## config.mk

```make
export PLATFORM = sky130hd
export DESIGN_NAME = cpu_controller
export DESIGN_NICKNAME = d
export VERILOG_FILES = /design/src/rtl/cpu_pkg.sv /design/src/rtl/cpu_idecoder.sv /design/src/rtl/cpu_controller.sv
export SDC_FILE = /design/constraint.sdc
export NUM_CORES = 1
export LEC_CHECK = 0
export ABC_CLOCK_PERIOD_IN_PS = 1400
export BUFFER_PORTS_ARGS = -buffer_cell sky130_fd_sc_hd__buf_2
export CAP_MARGIN = 20
export CORE_MARGIN = 2
export CORE_UTILIZATION = 39
export CTS_CLUSTER_DIAMETER = 150
export CTS_CLUSTER_SIZE = 10
export DETAILED_ROUTE_END_ITERATION = 10
export PLACE_DENSITY = 0.78
export SLEW_MARGIN = 20
export SYNTH_ARGS = -nofsm -noshare
export SYNTH_HDL_FRONTEND = slang
export SYNTH_SLANG_ARGS = --single-unit
```

## constraint.sdc

```tcl
create_clock -name clk -period 1.4 [get_ports clk]
set_input_delay 0.21 -clock clk [delete_from_list [all_inputs] [get_ports clk]]
set_output_delay 0.21 -clock clk [all_outputs]
set_load 0.05 [all_outputs]
```

## src/rtl/cpu_pkg.sv

```systemverilog
`default_nettype none
// ============================================================================
// Module      : cpu_pkg
// Description : Shared types and encodings for the CPU controller slice:
//               control-FSM state enum, opcode/op field values, ALU_op,
//               shift and write-back select codes.
//               ILLEGAL_TRAP_EN adds the HALT state used for undefined
//               opcodes.
// Revision    : 1.0 - initial release
// ============================================================================
package cpu_pkg;

  // Control FSM states. HALT exists only when undefined instructions trap.
  typedef enum logic [2:0] {
    S_WAIT      = 3'd0,
    S_DECODE    = 3'd1,
    S_GET_A     = 3'd2,
    S_GET_B     = 3'd3,
    S_COMPUTE   = 3'd4,
    S_WRITE_REG = 3'd5,
    S_WRITE_IMM = 3'd6
`ifdef ILLEGAL_TRAP_EN
    ,S_HALT     = 3'd7
`endif
  } state_t;

  // opcode field IR[15:13]
  localparam logic [2:0] c_OPC_MOV = 3'b110;
  localparam logic [2:0] c_OPC_ALU = 3'b101;

  // op field IR[12:11]
  localparam logic [1:0] c_OP_MOV_REG = 2'b00;
  localparam logic [1:0] c_OP_MOV_IMM = 2'b10;
  localparam logic [1:0] c_OP_ADD     = 2'b00;
  localparam logic [1:0] c_OP_CMP     = 2'b01;
  localparam logic [1:0] c_OP_AND     = 2'b10;
  localparam logic [1:0] c_OP_MVN     = 2'b11;

  // ALU_op codes
  localparam logic [1:0] c_ALU_ADD = 2'b00;
  localparam logic [1:0] c_ALU_SUB = 2'b01;
  localparam logic [1:0] c_ALU_AND = 2'b10;
  localparam logic [1:0] c_ALU_NOT = 2'b11;

  // shifter codes
  localparam logic [1:0] c_SH_NONE = 2'b00;
  localparam logic [1:0] c_SH_LSL  = 2'b01;
  localparam logic [1:0] c_SH_LSR  = 2'b10;
  localparam logic [1:0] c_SH_ASR  = 2'b11;

  // write-back mux select
  localparam logic [1:0] c_WB_C     = 2'b00;
  localparam logic [1:0] c_WB_PC    = 2'b01;
  localparam logic [1:0] c_WB_IMM8  = 2'b10;
  localparam logic [1:0] c_WB_MDATA = 2'b11;

endpackage
`default_nettype wire

```

## src/rtl/cpu_idecoder.sv

```systemverilog
`default_nettype none
// ============================================================================
// Module      : cpu_idecoder
// Description : Combinational instruction field extraction and immediate
//               sign extension from the instruction register.
// Ports       : i_ir       in  16  instruction register contents
//               o_opcode   out 3   IR[15:13]
//               o_op       out 2   IR[12:11]
//               o_rn       out 3   IR[10:8]
//               o_rd       out 3   IR[7:5]
//               o_sh       out 2   IR[4:3]
//               o_rm       out 3   IR[2:0]
//               o_sximm8   out 16  sign-extended IR[7:0]
//               o_sximm5   out 16  sign-extended IR[4:0]
// Revision    : 1.0 - initial release
// ============================================================================
module cpu_idecoder
  import cpu_pkg::*;
(
  input  logic [15:0] i_ir,
  output logic [2:0]  o_opcode,
  output logic [1:0]  o_op,
  output logic [2:0]  o_rn,
  output logic [2:0]  o_rd,
  output logic [1:0]  o_sh,
  output logic [2:0]  o_rm,
  output logic [15:0] o_sximm8,
  output logic [15:0] o_sximm5
);

  assign o_opcode = i_ir[15:13];
  assign o_op     = i_ir[12:11];
  assign o_rn     = i_ir[10:8];
  assign o_rd     = i_ir[7:5];
  assign o_sh     = i_ir[4:3];
  assign o_rm     = i_ir[2:0];

  assign o_sximm8 = {{8{i_ir[7]}}, i_ir[7:0]};
  assign o_sximm5 = {{11{i_ir[4]}}, i_ir[4:0]};

endmodule
`default_nettype wire

```

## src/rtl/cpu_controller.sv

```systemverilog
`default_nettype none
// ============================================================================
// Module      : cpu_controller
// Description : Instruction register, decoder and control FSM feeding the
//               datapath. One 16-bit instruction is captured per accepted
//               start and sequenced over several clocks (Moore outputs).
//               Optional build macro ILLEGAL_TRAP_EN: undefined opcodes park
//               the FSM in HALT and raise 'illegal' until reset; without it
//               they are executed as NOPs and the 'illegal' port is absent.
// Ports       : clk, rst (sync, active-high)
//               start, instr_in         instruction request / word
//               waiting                 idle, ready for start
//               r_addr, w_addr, w_en    register-file access
//               wb_sel                  write-back mux select
//               en_A/en_B/en_C/en_status  datapath register loads
//               shift_op, sel_A, sel_B, ALU_op  datapath operation controls
//               sximm8, sximm5          sign-extended immediates
//               illegal                 trap flag (ILLEGAL_TRAP_EN only)
// Revision    : 1.0 - initial release
// ============================================================================
module cpu_controller
  import cpu_pkg::*;
(
  input  logic        clk,
  input  logic        rst,
  input  logic        start,
  input  logic [15:0] instr_in,
  output logic        waiting,
  output logic [2:0]  r_addr,
  output logic [2:0]  w_addr,
  output logic        w_en,
  output logic [1:0]  wb_sel,
  output logic        en_A,
  output logic        en_B,
  output logic        en_C,
  output logic        en_status,
  output logic [1:0]  shift_op,
  output logic        sel_A,
  output logic        sel_B,
  output logic [1:0]  ALU_op,
  output logic [15:0] sximm8,
  output logic [15:0] sximm5
`ifdef ILLEGAL_TRAP_EN
  ,output logic       illegal
`endif
);

  state_t      r_state;
  state_t      w_next_state;
  logic [15:0] r_ir;

  logic [2:0]  w_opcode;
  logic [1:0]  w_op;
  logic [2:0]  w_rn;
  logic [2:0]  w_rd;
  logic [1:0]  w_sh;
  logic [2:0]  w_rm;

  logic        w_is_mov_imm;
  logic        w_is_mov_reg;
  logic        w_is_mvn;
  logic        w_is_two_src;
  logic        w_is_cmp;

  cpu_idecoder u_idecoder (
    .i_ir     (r_ir),
    .o_opcode (w_opcode),
    .o_op     (w_op),
    .o_rn     (w_rn),
    .o_rd     (w_rd),
    .o_sh     (w_sh),
    .o_rm     (w_rm),
    .o_sximm8 (sximm8),
    .o_sximm5 (sximm5)
  );

  // Instruction classes. ADD/CMP/AND read Rn into A; MOV reg and MVN only
  // need Rm, so they skip GET_A.
  assign w_is_mov_imm = (w_opcode == c_OPC_MOV) && (w_op == c_OP_MOV_IMM);
  assign w_is_mov_reg = (w_opcode == c_OPC_MOV) && (w_op == c_OP_MOV_REG);
  assign w_is_mvn     = (w_opcode == c_OPC_ALU) && (w_op == c_OP_MVN);
  assign w_is_two_src = (w_opcode == c_OPC_ALU) && (w_op != c_OP_MVN);
  assign w_is_cmp     = (w_opcode == c_OPC_ALU) && (w_op == c_OP_CMP);

  always_ff @(posedge clk) begin
    if (rst) begin
      r_state <= S_WAIT;
      r_ir    <= 16'h0000;
    end else begin
      r_state <= w_next_state;
      if ((r_state == S_WAIT) && start) begin
        r_ir <= instr_in;
      end
    end
  end

  always_comb begin
    w_next_state = r_state;
    waiting      = 1'b0;
    r_addr       = 3'd0;
    w_addr       = 3'd0;
    w_en         = 1'b0;
    wb_sel       = c_WB_C;
    en_A         = 1'b0;
    en_B         = 1'b0;
    en_C         = 1'b0;
    en_status    = 1'b0;
    shift_op     = w_sh;
    sel_A        = 1'b0;
    sel_B        = 1'b0;
    ALU_op       = w_op;
`ifdef ILLEGAL_TRAP_EN
    illegal      = 1'b0;
`endif

    case (r_state)
      S_WAIT: begin
        waiting = 1'b1;
        if (start) begin
          w_next_state = S_DECODE;
        end
      end

      S_DECODE: begin
        if (w_is_mov_imm) begin
          w_next_state = S_WRITE_IMM;
        end else if (w_is_mov_reg || w_is_mvn) begin
          w_next_state = S_GET_B;
        end else if (w_is_two_src) begin
          w_next_state = S_GET_A;
        end else begin
`ifdef ILLEGAL_TRAP_EN
          w_next_state = S_HALT;
`else
          w_next_state = S_WAIT;
`endif
        end
      end

      S_GET_A: begin
        r_addr       = w_rn;
        en_A         = 1'b1;
        w_next_state = S_GET_B;
      end

      S_GET_B: begin
        r_addr       = w_rm;
        en_B         = 1'b1;
        w_next_state = S_COMPUTE;
      end

      S_COMPUTE: begin
        en_C = 1'b1;
        // MOV reg is computed as 0 + shifted Rm.
        if (w_is_mov_reg) begin
          sel_A  = 1'b1;
          ALU_op = c_ALU_ADD;
        end
        // CMP only updates flags; nothing is written back.
        if (w_is_cmp) begin
          en_status    = 1'b1;
          w_next_state = S_WAIT;
        end else begin
          w_next_state = S_WRITE_REG;
        end
      end

      S_WRITE_REG: begin
        wb_sel       = c_WB_C;
        w_addr       = w_rd;
        w_en         = 1'b1;
        w_next_state = S_WAIT;
      end

      S_WRITE_IMM: begin
        wb_sel       = c_WB_IMM8;
        w_addr       = w_rn;
        w_en         = 1'b1;
        w_next_state = S_WAIT;
      end

`ifdef ILLEGAL_TRAP_EN
      S_HALT: begin
        illegal      = 1'b1;
        w_next_state = S_HALT;
      end
`endif

      default: begin
        w_next_state = S_WAIT;
      end
    endcase
  end

endmodule
`default_nettype wire

```

==> impl_metrics.tcl <==
set metrics [dict create \
    synth_seq_cells 19 \
    path_buf_inv 1 \
    numCtsBuffers 3 \
    fmax_mhz 638 \
    violations "setup timing" \
    drc 0 \
    max_cap_viol_count 0 \
    hold_path_depth 3 \
    grt-ovfl-total 0 \
    finish.instance_area_mm2 0.00208 \
    cp_slowest_cell "dfxtp_4" \
    clock-root-buffer "clkbuf_4" \
    antenna_cells 0 \
    row_count 20 \
    outcome "complete, but fails checks" \
    grt_max_degree 18 \
    yosysTopAreaCellShare 0.306 \
    p_per_area_mw_per_mm2 740 \
    cts_tree "yes" \
    min_period_over_period 1.12 \
    slowest_delay_ps 410 \
    nets 246 \
    place.gp.congestion 0.859 \
    syn_inst 165 \
    clockBufferDepth 2 \
    reg2reg_slack_ps -160 \
    path_delay_family "flip-flops" \
    irDropWorstVdd_uv 485 \
    clk_latency_ps 290 \
    crit_path_max_fanout 6 \
    reg2reg_depth 5 \
    startpoint_type "flop" \
    place_hpwl_um 2200 \
    hold_viol 0 \
    whs_ps 146 \
    die_x_um 60.5 \
    cts-htree-levels 1 \
    core_region_area_mm2 0.00305 \
    worstPathCellList "and2b_2 > a22oi_2 > nor2_4 > buf_6" \
    finalSetupViolCount 31 \
    port_buffers 68 \
    ant_nets 0 \
    cts_num_sinks 19 \
    start_util 0.408 \
    io_pins 71 \
    placed_area_mm2 0.00150 \
    synth.largest_area_cell "dfxtp_1" \
    worstPathArrival_ps 1360 \
    min_period_ps 1570 \
    power_w 0.00154 \
    yosysWarnings 0 \
    fp.dieArea_mm2 0.00366 \
    drive_gt1_frac 0.752 \
    netlist_area_mm2 0.00124 \
    wire_per_inst_um 13.2 \
    leakage_nw 1.01 \
    ys_seq_area_frac 0.306 \
    viasPerCell 4.57 \
    first_pass_iters 4 \
    critPathCaptureType "output pin" \
    vias 1233 \
    wirelength_um 3550 \
    hold_path_class "primary input to flop" \
    fin_util 0.681 \
    area_delta_synth_final_pct 66.9 \
    worst_slack_ps -168 \
    cts_hold_buf 0 \
    crit_type "flop to output pin" \
    grt_pass1_vias 1119 \
    die_y_um 60.5 \
    netlist_top_cells_area "dfxtp_1 31%, buf_4 22%, nand2_1 11%, a21oi_1 7.2%, nor2_1 2.7%" \
    drt-initial-drc-count 27 \
    finalClockSkew_ps 7.97 \
    antenna_found_initial 0 \
    track_usage 0.173 \
    grt_pass1_wl_um 4800 \
    required_ps 1190 \
    clk_pin_slew_ps 110 \
    synth_area_per_cell_um2 7.55 \
    rsz0062_at_grt "yes" \
    maxSlewViolCount 0 \
    crit_cells 4 \
    synth_cell_type_count 33 \
]
## sequential cells by signal (all words and copies together), names as in the netlist
name / cells
r_ir: 16
r_state: 3
## synthesized netlist by cell type (all sizes together)
library cell / count
a211oi: 1
a21oi: 18
a22oi: 3
a31oi: 1
and2b: 1
and3: 1
and4b: 1
buf: 43
clkbuf: 3
conb: 1
dfxtp: 19
inv: 5
mux2i: 3
nand2: 36
nand2b: 1
nand3b: 1
nand4: 1
nor2: 9
nor2b: 3
nor3: 2
nor3b: 2
nor4b: 2
o211ai: 2
o21a: 1
o21ai: 2
o31ai: 1
or4: 1
or4b: 1
## layout by cell type, fill, tap and decap left out, types with 3 or more instances in the layout
cell and count:
buf_2 55, nor2_1 3, a21oi_2 16, buf_6 17, nor2_4 4, mux2i_1 3, nand2_1 17, buf_8 5
dfxtp_1 13, a22oi_2 3, dfxtp_2 3, buf_4 23, clkbuf_4 3, dfxtp_4 3, nand2_4 17
## where the power goes
group | internal [W] | switching, W
sequential | 0.000569 | 0.0000443
clock | 0.000111 | 0.000168
combinational | 0.000221 | 0.000425
total | 0.000900 | 0.000637
## routing by layer
layer | global-route usage | part of all wire
met1 | 0.216 | 0.45
met2 | 0.301 | 0.49
met3 | 0.0341 | 0.060
met4 | 0.0559 | 0.0048
met5 | 0 | 0
## area by class of cell
| class | count | area (um^2) |
|---|---|---|
| Multi-Input combinational cell | 96 | 820 |
| Fill cell | 240 | 975 |
| Inverter | 5 | 22.5 |
| Timing Repair Buffer | 102 | 759 |
| Sequential cell | 19 | 395 |
| Tap cell | 44 | 55.1 |
| Clock buffer | 4 | 26.3 |
## cells by family after synthesis
| group | count (synthesis) | synth area share |
|---|---|---|
| AOI/OAI and AO/OA | 29 | 0.138 |
| buffers and inverters | 51 | 0.283 |
| DFF | 19 | 0.306 |
| muxes | 3 | 0.0241 |
| other | 1 | 0.00301 |
| and+or+nand+nor | 62 | 0.246 |
## final timing paths
kind,to,start
max reg2reg,r_ir[2],r_state[0]
max,w_addr[2],r_state[1]
min reg2reg,r_ir[0],r_ir[0]
min,r_ir[11],instr_in[11]
## worst reg2reg max path: stages (launching register included)
cell and delay (ps):
dfxtp_4 410, buf_6 130, or4b_4 570, clkbuf_16 210, nand2_4 70, a21oi_2 50
## timing repair
item                                    4_1_cts  5_1_grt
gates cloned                                  0        1
hold endpoints to repair                      0        0
endpoints found under the setup margin       14       47
pin swaps                                     6       39
buffers inserted                             10        5
resized for setup                            45       75
## per-stage QoR
stage               setup slack, ps  setup TNS [ps]  instances
finish                         -168           -3580        270
global route                   -250           -5250        270
CTS                            -189           -2250        264
detailed placement             -104            -265        250
global placement              -60.6            -156        250
floorplan                      -287           -1450        166
No activity file was read; power rests on OpenSTA's default activity.
